===== src/rtl/lcd_pkg.sv =====
// Shared definitions for the LCD panel power sequencer: state encoding,
// default timing constants and output-decode helpers.
package lcd_pkg;

  typedef enum logic [2:0] {
    ST_OFF      = 3'd0,
    ST_DISP_UP  = 3'd1,
    ST_FRAME_UP = 3'd2,
    ST_BL_UP    = 3'd3,
    ST_ON       = 3'd4,
    ST_BL_DN    = 3'd5,
    ST_FRAME_DN = 3'd6,
    ST_DISP_DN  = 3'd7
  } lcd_seq_state_t;

  localparam int LCD_T_DISP   = 1000;
  localparam int LCD_T_BL     = 5000;
  localparam int LCD_FRAME_TO = 600000;

  // Enable pattern for a state, packed as {disp, timing_en, video_en, back_led_en}.
  function automatic logic [3:0] lcd_enables(lcd_seq_state_t s);
    logic [3:0] en;
    case (s)
      ST_OFF:      en = 4'b0000;
      ST_DISP_UP:  en = 4'b1000;
      ST_FRAME_UP: en = 4'b1100;
      ST_BL_UP:    en = 4'b1110;
      ST_ON:       en = 4'b1111;
      ST_BL_DN:    en = 4'b1110;
      ST_FRAME_DN: en = 4'b1110;
      ST_DISP_DN:  en = 4'b1000;
      default:     en = 4'b0000;
    endcase
    return en;
  endfunction

  // Sequencer is busy anywhere except the two resting states.
  function automatic logic lcd_is_busy(lcd_seq_state_t s);
    return (s != ST_OFF) && (s != ST_ON);
  endfunction

endpackage


===== src/rtl/lcd_dwell_timer.sv =====
// Dwell / timeout counter. Counts cycles since the last clear; done is high
// on the cycle the count equals limit-1, so a limit of T marks the T-th
// cycle after a clear. Saturates instead of wrapping.
module lcd_dwell_timer #(
  parameter int CNT_W = 20
) (
  input  logic             clk,
  input  logic             rst,
  input  logic             clear,
  input  logic [CNT_W-1:0] limit,
  output logic             done
);

  localparam logic [CNT_W-1:0] CNT_ONE  = {{(CNT_W-1){1'b0}}, 1'b1};
  localparam logic [CNT_W-1:0] CNT_ZERO = {CNT_W{1'b0}};
  localparam logic [CNT_W-1:0] CNT_MAX  = {CNT_W{1'b1}};

  logic [CNT_W-1:0] cnt_r;

  // Cycle counter: restart on clear, otherwise count up and hold at max.
  always_ff @(posedge clk or posedge rst) begin
    if (rst) begin
      cnt_r <= CNT_ZERO;
    end else if (clear) begin
      cnt_r <= CNT_ZERO;
    end else if (cnt_r != CNT_MAX) begin
      cnt_r <= cnt_r + CNT_ONE;
    end else begin
      cnt_r <= cnt_r;
    end
  end

  assign done = (cnt_r == (limit - CNT_ONE));

endmodule


===== src/rtl/lcd_power_seq.sv =====
// LCD panel power/enable sequencer (pixel clock domain).
// Power-up: disp -> timing_en -> video_en (at frame start) -> backlight;
// power-down mirrors it. Abort/resume jumps to the mirror state.
// Optional feature macro: LCD_SEQ_PWM_EN (backlight PWM in ON state).
module lcd_power_seq
  import lcd_pkg::*;
#(
  parameter int T_DISP   = LCD_T_DISP,
  parameter int T_BL     = LCD_T_BL,
  parameter int FRAME_TO = LCD_FRAME_TO,
  parameter int CNT_W    = 20,
  parameter int PWM_W    = 8
) (
  input  logic             clk,
  input  logic             rst,
  input  logic             pwr_req,
  input  logic             frame_start,
  input  logic [PWM_W-1:0] bl_duty,
  output logic             disp,
  output logic             timing_en,
  output logic             video_en,
  output logic             back_led_en,
  output logic             busy,
  output logic             fault
);

  localparam logic [CNT_W-1:0] LIM_DISP  = CNT_W'(T_DISP);
  localparam logic [CNT_W-1:0] LIM_BL    = CNT_W'(T_BL);
  localparam logic [CNT_W-1:0] LIM_FRAME = CNT_W'(FRAME_TO);

  lcd_seq_state_t   state_r;
  lcd_seq_state_t   state_nxt_s;
  logic             fault_r;
  logic             fault_nxt_s;
  logic             disp_r;
  logic             timing_en_r;
  logic             video_en_r;
  logic             back_led_en_r;
  logic             busy_r;
  logic             clear_s;
  logic             done_s;
  logic [CNT_W-1:0] limit_s;
  logic [3:0]       en_nxt_s;
  logic             pwm_on_s;

  // Dwell length for the current state: frame states use the timeout.
  always_comb begin
    limit_s = LIM_DISP;
    case (state_r)
      ST_DISP_UP, ST_DISP_DN:   limit_s = LIM_DISP;
      ST_BL_UP, ST_BL_DN:       limit_s = LIM_BL;
      ST_FRAME_UP, ST_FRAME_DN: limit_s = LIM_FRAME;
      default:                  limit_s = LIM_DISP;
    endcase
  end

  // Any state change (including abort/resume jumps) restarts the dwell.
  assign clear_s = (state_nxt_s != state_r);

  lcd_dwell_timer #(
    .CNT_W (CNT_W)
  ) u_dwell (
    .clk   (clk),
    .rst   (rst),
    .clear (clear_s),
    .limit (limit_s),
    .done  (done_s)
  );

  // Next-state logic; pwr_req reversal has priority over dwell completion.
  always_comb begin
    state_nxt_s = state_r;
    fault_nxt_s = fault_r;
    case (state_r)
      ST_OFF: begin
        if (pwr_req) begin
          state_nxt_s = ST_DISP_UP;
          fault_nxt_s = 1'b0;
        end else begin
          state_nxt_s = ST_OFF;
        end
      end
      ST_DISP_UP: begin
        if (!pwr_req)    state_nxt_s = ST_DISP_DN;
        else if (done_s) state_nxt_s = ST_FRAME_UP;
        else             state_nxt_s = ST_DISP_UP;
      end
      ST_FRAME_UP: begin
        if (!pwr_req)         state_nxt_s = ST_DISP_DN;
        else if (frame_start) state_nxt_s = ST_BL_UP;
        else if (done_s) begin
          state_nxt_s = ST_DISP_DN;
          fault_nxt_s = 1'b1;
        end else begin
          state_nxt_s = ST_FRAME_UP;
        end
      end
      ST_BL_UP: begin
        if (!pwr_req)    state_nxt_s = ST_BL_DN;
        else if (done_s) state_nxt_s = ST_ON;
        else             state_nxt_s = ST_BL_UP;
      end
      ST_ON: begin
        if (!pwr_req) state_nxt_s = ST_BL_DN;
        else          state_nxt_s = ST_ON;
      end
      ST_BL_DN: begin
        if (pwr_req)     state_nxt_s = ST_BL_UP;
        else if (done_s) state_nxt_s = ST_FRAME_DN;
        else             state_nxt_s = ST_BL_DN;
      end
      ST_FRAME_DN: begin
        if (pwr_req)          state_nxt_s = ST_BL_UP;
        else if (frame_start) state_nxt_s = ST_DISP_DN;
        else if (done_s) begin
          state_nxt_s = ST_DISP_DN;
          fault_nxt_s = 1'b1;
        end else begin
          state_nxt_s = ST_FRAME_DN;
        end
      end
      ST_DISP_DN: begin
        if (pwr_req)     state_nxt_s = ST_DISP_UP;
        else if (done_s) state_nxt_s = ST_OFF;
        else             state_nxt_s = ST_DISP_DN;
      end
      default: begin
        state_nxt_s = ST_OFF;
        fault_nxt_s = fault_r;
      end
    endcase
  end

  assign en_nxt_s = lcd_enables(state_nxt_s);

`ifdef LCD_SEQ_PWM_EN
  localparam logic [PWM_W-1:0] PWM_ONE  = {{(PWM_W-1){1'b0}}, 1'b1};
  localparam logic [PWM_W-1:0] PWM_ZERO = {PWM_W{1'b0}};

  logic [PWM_W-1:0] pwm_cnt_r;
  logic [PWM_W-1:0] duty_r;
  logic [PWM_W-1:0] duty_eff_s;

  // Free-running PWM period counter; duty latched only at period start.
  always_ff @(posedge clk or posedge rst) begin
    if (rst) begin
      pwm_cnt_r <= PWM_ZERO;
      duty_r    <= PWM_ZERO;
    end else begin
      pwm_cnt_r <= pwm_cnt_r + PWM_ONE;
      if (pwm_cnt_r == PWM_ZERO) duty_r <= bl_duty;
      else                       duty_r <= duty_r;
    end
  end

  assign duty_eff_s = (pwm_cnt_r == PWM_ZERO) ? bl_duty : duty_r;
  assign pwm_on_s   = (pwm_cnt_r < duty_eff_s);
`else
  logic unused_bl_duty_s;
  assign unused_bl_duty_s = ^bl_duty;
  assign pwm_on_s         = 1'b1;
`endif

  // State register and registered output decode of the next state.
  always_ff @(posedge clk or posedge rst) begin
    if (rst) begin
      state_r       <= ST_OFF;
      fault_r       <= 1'b0;
      disp_r        <= 1'b0;
      timing_en_r   <= 1'b0;
      video_en_r    <= 1'b0;
      back_led_en_r <= 1'b0;
      busy_r        <= 1'b0;
    end else begin
      state_r       <= state_nxt_s;
      fault_r       <= fault_nxt_s;
      disp_r        <= en_nxt_s[3];
      timing_en_r   <= en_nxt_s[2];
      video_en_r    <= en_nxt_s[1];
      back_led_en_r <= en_nxt_s[0] & pwm_on_s;
      busy_r        <= lcd_is_busy(state_nxt_s);
    end
  end

  assign disp        = disp_r;
  assign timing_en   = timing_en_r;
  assign video_en    = video_en_r;
  assign back_led_en = back_led_en_r;
  assign busy        = busy_r;
  assign fault       = fault_r;

endmodule


===== config.mk =====
export PLATFORM = sky130hd
export DESIGN_NAME = lcd_power_seq
export DESIGN_NICKNAME = d
export VERILOG_FILES = /design/src/rtl/lcd_pkg.sv /design/src/rtl/lcd_dwell_timer.sv /design/src/rtl/lcd_power_seq.sv
export SDC_FILE = /design/constraint.sdc
export NUM_CORES = 1
export LEC_CHECK = 0
export CORE_MARGIN = 8
export CORE_UTILIZATION = 40
export DETAILED_ROUTE_END_ITERATION = 6
export DONT_BUFFER_PORTS = 1
export MAX_ROUTING_LAYER = met4
export PLACE_DENSITY_LB_ADDON = 0.25
export SLEW_MARGIN = 20
export SYNTH_ARGS = -nofsm -noshare
export SYNTH_HDL_FRONTEND = slang
export SYNTH_SLANG_ARGS = --single-unit

===== constraint.sdc =====
create_clock -name clk -period 2.85 [get_ports clk]
set_input_delay 0.57 -clock clk [delete_from_list [all_inputs] [get_ports clk]]
set_output_delay 0.57 -clock clk [all_outputs]
set_load 0.1 [all_outputs]

==> flow_metrics.tcl <==
set metrics [dict create \
    status "complete, no violations" \
    async_reset_ff_frac 1.00 \
    p_int_mw 0.817 \
    crit_fanout 20 \
    grt_remaining_overflow 0 \
    synth_top_area_frac 0.407 \
    vdd_drop_max_mv 0.376 \
    grt_start_max_net_pins 21 \
    grt_pass1_vias 1438 \
    grt_pass1_wl_um 6820 \
    antenna_left 0 \
    firstDrtPassIters 4 \
    powerDensity_nw_per_um2 733 \
    worstSetupPathType "register to register" \
    worstPathArrival_ns 2.79 \
    post_drt_wl_per_cell_um 15.8 \
    hold_violations 0 \
    clockRootBuffer "clkbuf_8" \
    place_hpwl_um 2830 \
    clk_path_buf_depth 2 \
    clk_pin_slew_ns 0.07 \
    ys_seq_area_frac 0.407 \
    end_kind "register" \
    finalWorstPathRequiredPeriod_ns 2.63 \
    hold_class "input port to asynchronous set/reset pin" \
    ys_types 49 \
    initial_utilization 0.412 \
    num_vias 1448 \
    p_comb_frac 0.274 \
    synth_edf_count 0 \
    grt_usage 0.133 \
    die_x_um 82.8 \
    rows 24 \
    final_nets 210 \
    p_switching_mw 0.603 \
    total_leakage_power_nw 0.793 \
    drive_above_1_share 0.128 \
    core-area_um2 4320 \
    yosys_register_bits 29 \
    numCtsBuffers 5 \
    required_ns 3.01 \
    ys.flop_type "dfrtp_1" \
    area_delta_synth_final_pct 8.70 \
    cts_hold_buf 0 \
    clock_skew_ns 0.00648 \
    postCtsSetupBuffers 0 \
    yosys.cell_count.top_type "dfrtp_1" \
    crit_path_start "state_r[1]" \
    viasPerCell 5.84 \
    max_freq_ghz 0.381 \
    power.total_mw 1.42 \
    pwr-share-seq 0.458 \
    setup.worst_path.start_class "register" \
    antenna_found_initial 0 \
    ys_top_cells_by_area "dfrtp_1 (41%), xor2_1 (6.9%), nor2_1 (4.8%)" \
    relSlewSlack 0.399 \
    cts.repair.resized 0 \
    maxCapViolations 0 \
    reg2reg_from "state_r[1]" \
    synth.net_count 206 \
    tritoncts "done" \
    swShare 0.425 \
    fin_area_um2 1940 \
    finalMaxSlewViolations 0 \
    port_buffers 0 \
    die_h_um 82.8 \
    setup-tns-final_ns 0 \
    drc 0 \
    yosysTopAreaCell "dfrtp_1" \
    ios 18 \
    netlist_top_cells_count "dfrtp_1 (29), nor2_1 (23), xor2_1 (14), inv_1 (10), nand3_1 (10)" \
    setup_viol 0 \
    tightestPinTransition_ns 0.901 \
    avgSynthCellArea_um2 9.33 \
    fin_crit_sh 0.922 \
    dpl_cell_area_um2 1840 \
    worst_skew_pair.late_latency_ns 0.28 \
    drt_wl_total_um 3930 \
    htree_levels 2 \
    syn-cell-area_um2 1780 \
    synth_cells 191 \
    cts_sinks 29 \
    gp_congestion 0.915 \
    drtIter0Drc 112 \
    num_antenna_cells 0 \
    dieArea_um2 6850 \
    yosysWarnings 0 \
    p_clk_frac 0.268 \
    fillers 456 \
    rsz0062_at_grt "no" \
]
cell families (layout without fill, tap and decap cells):
group	after synthesis	count (layout)	synth area share
AO/OA/AOI/OAI	40	40	0.168
multiplexers	2	2	0.0112
adder cells (fa/ha/maj)	3	3	0.0211
AND/OR/NAND/NOR	81	81	0.256
flip-flops	29	29	0.407
XOR/XNOR	18	18	0.0884
buffers and inverters	18	23	0.0484
power groups by stage:
stage / registers, mW / clock network (mW) / logic (mW)
CTS: 0.651 / 0.387 / 0.388
finish: 0.650 / 0.381 / 0.389
global route: 0.660 / 0.410 / 0.434
floorplan: 0.624 / 0 / 0.355
global placement: 0.654 / 0 / 0.366
detailed placement: 0.659 / 0 / 0.387
metal layers:
layer,global-route usage,vias to the layer above,part of all wire
li1,-,696,-
met1,0.161,718,0.44
met2,0.202,28,0.49
met3,0.0400,6,0.047
met4,0.0552,0,0.015
met5,-,-,0
metrics by stage:
stage / cells / utilization / hold slack [ns] / worst slack (ns)
finish: 248 / 0.448 / 0.202 / 0.222
global route: 248 / 0.448 / 0.255 / 0.0441
CTS: 248 / 0.448 / 0.222 / 0.225
detailed placement: 240 / 0.425 / 0.527 / 0.254
global placement: 240 / 0.425 / 0.521 / 0.338
floorplan: 191 / - / 0.518 / 0.614
critical path, cell delays in order, from the launching register on:
cell	delay, ns
dfrtp_1	0.56
inv_1	0.21
nor2_1	0.18
inv_1	0.11
ha_1	0.30
xor2_1	0.14
nor2_1	0.19
o2111ai_2	0.22
a31oi_4	0.22
buf_4	0.28
nor2_1	0.08
final cells by class:
class                      count  area [um2]  area share
clock inverter                 1        5.00     0.00258
inverter                      10        37.5      0.0194
timing repair buffer           5        37.5      0.0194
sequential                    29         726       0.374
multi-input combinational    144         971       0.501
clock buffer                   7        96.3      0.0497
tap                           52        65.1      0.0336
worst paths after layout:
| kind | to | depth (start not counted) | slack (ns) |
|---|---|---|---|
| min in group clk | disp | 1 | 0.41 |
| max reg2reg | u_dwell.cnt_r[15] | 10 | 0.22 |
| max | u_dwell.cnt_r[15] | 10 | 0.22 |
| min | u_dwell.cnt_r[13] | 1 | 0.20 |
| min reg2reg | u_dwell.cnt_r[9] | 2 | 0.58 |
| max in group asynchronous | u_dwell.cnt_r[2] | 2 | 2.03 |
placed cells by master, fill, tap and decap left out, types with 2 or more instances in the layout:
cell | synthesis | layout
a211oi_1 | 4 | 4
dfrtp_1 | 29 | 29
xnor2_1 | 4 | 4
mux2i_1 | 2 | 2
or3_1 | 3 | 3
o211ai_1 | 4 | 4
buf_4 | 0 | 5
ha_1 | 3 | 3
nand2_1 | 9 | 9
nand4_1 | 9 | 9
and3_1 | 5 | 5
nand2b_1 | 2 | 2
inv_1 | 10 | 10
and2_1 | 4 | 4
nor3_1 | 4 | 4
a21oi_1 | 8 | 8
nand3_1 | 10 | 10
nor2_1 | 23 | 23
a31oi_1 | 2 | 2
o21ai_0 | 9 | 9
clkbuf_8 | 0 | 7
xor2_1 | 14 | 14
sequential cells by signal, summed over array words and instances, names as in the netlist:
name and flops:
u_dwell.cnt_r 20, state_r 3, back_led_en 1, busy 1, disp 1, fault 1
timing_en 1, video_en 1
Power figures use the tool's default switching activity.
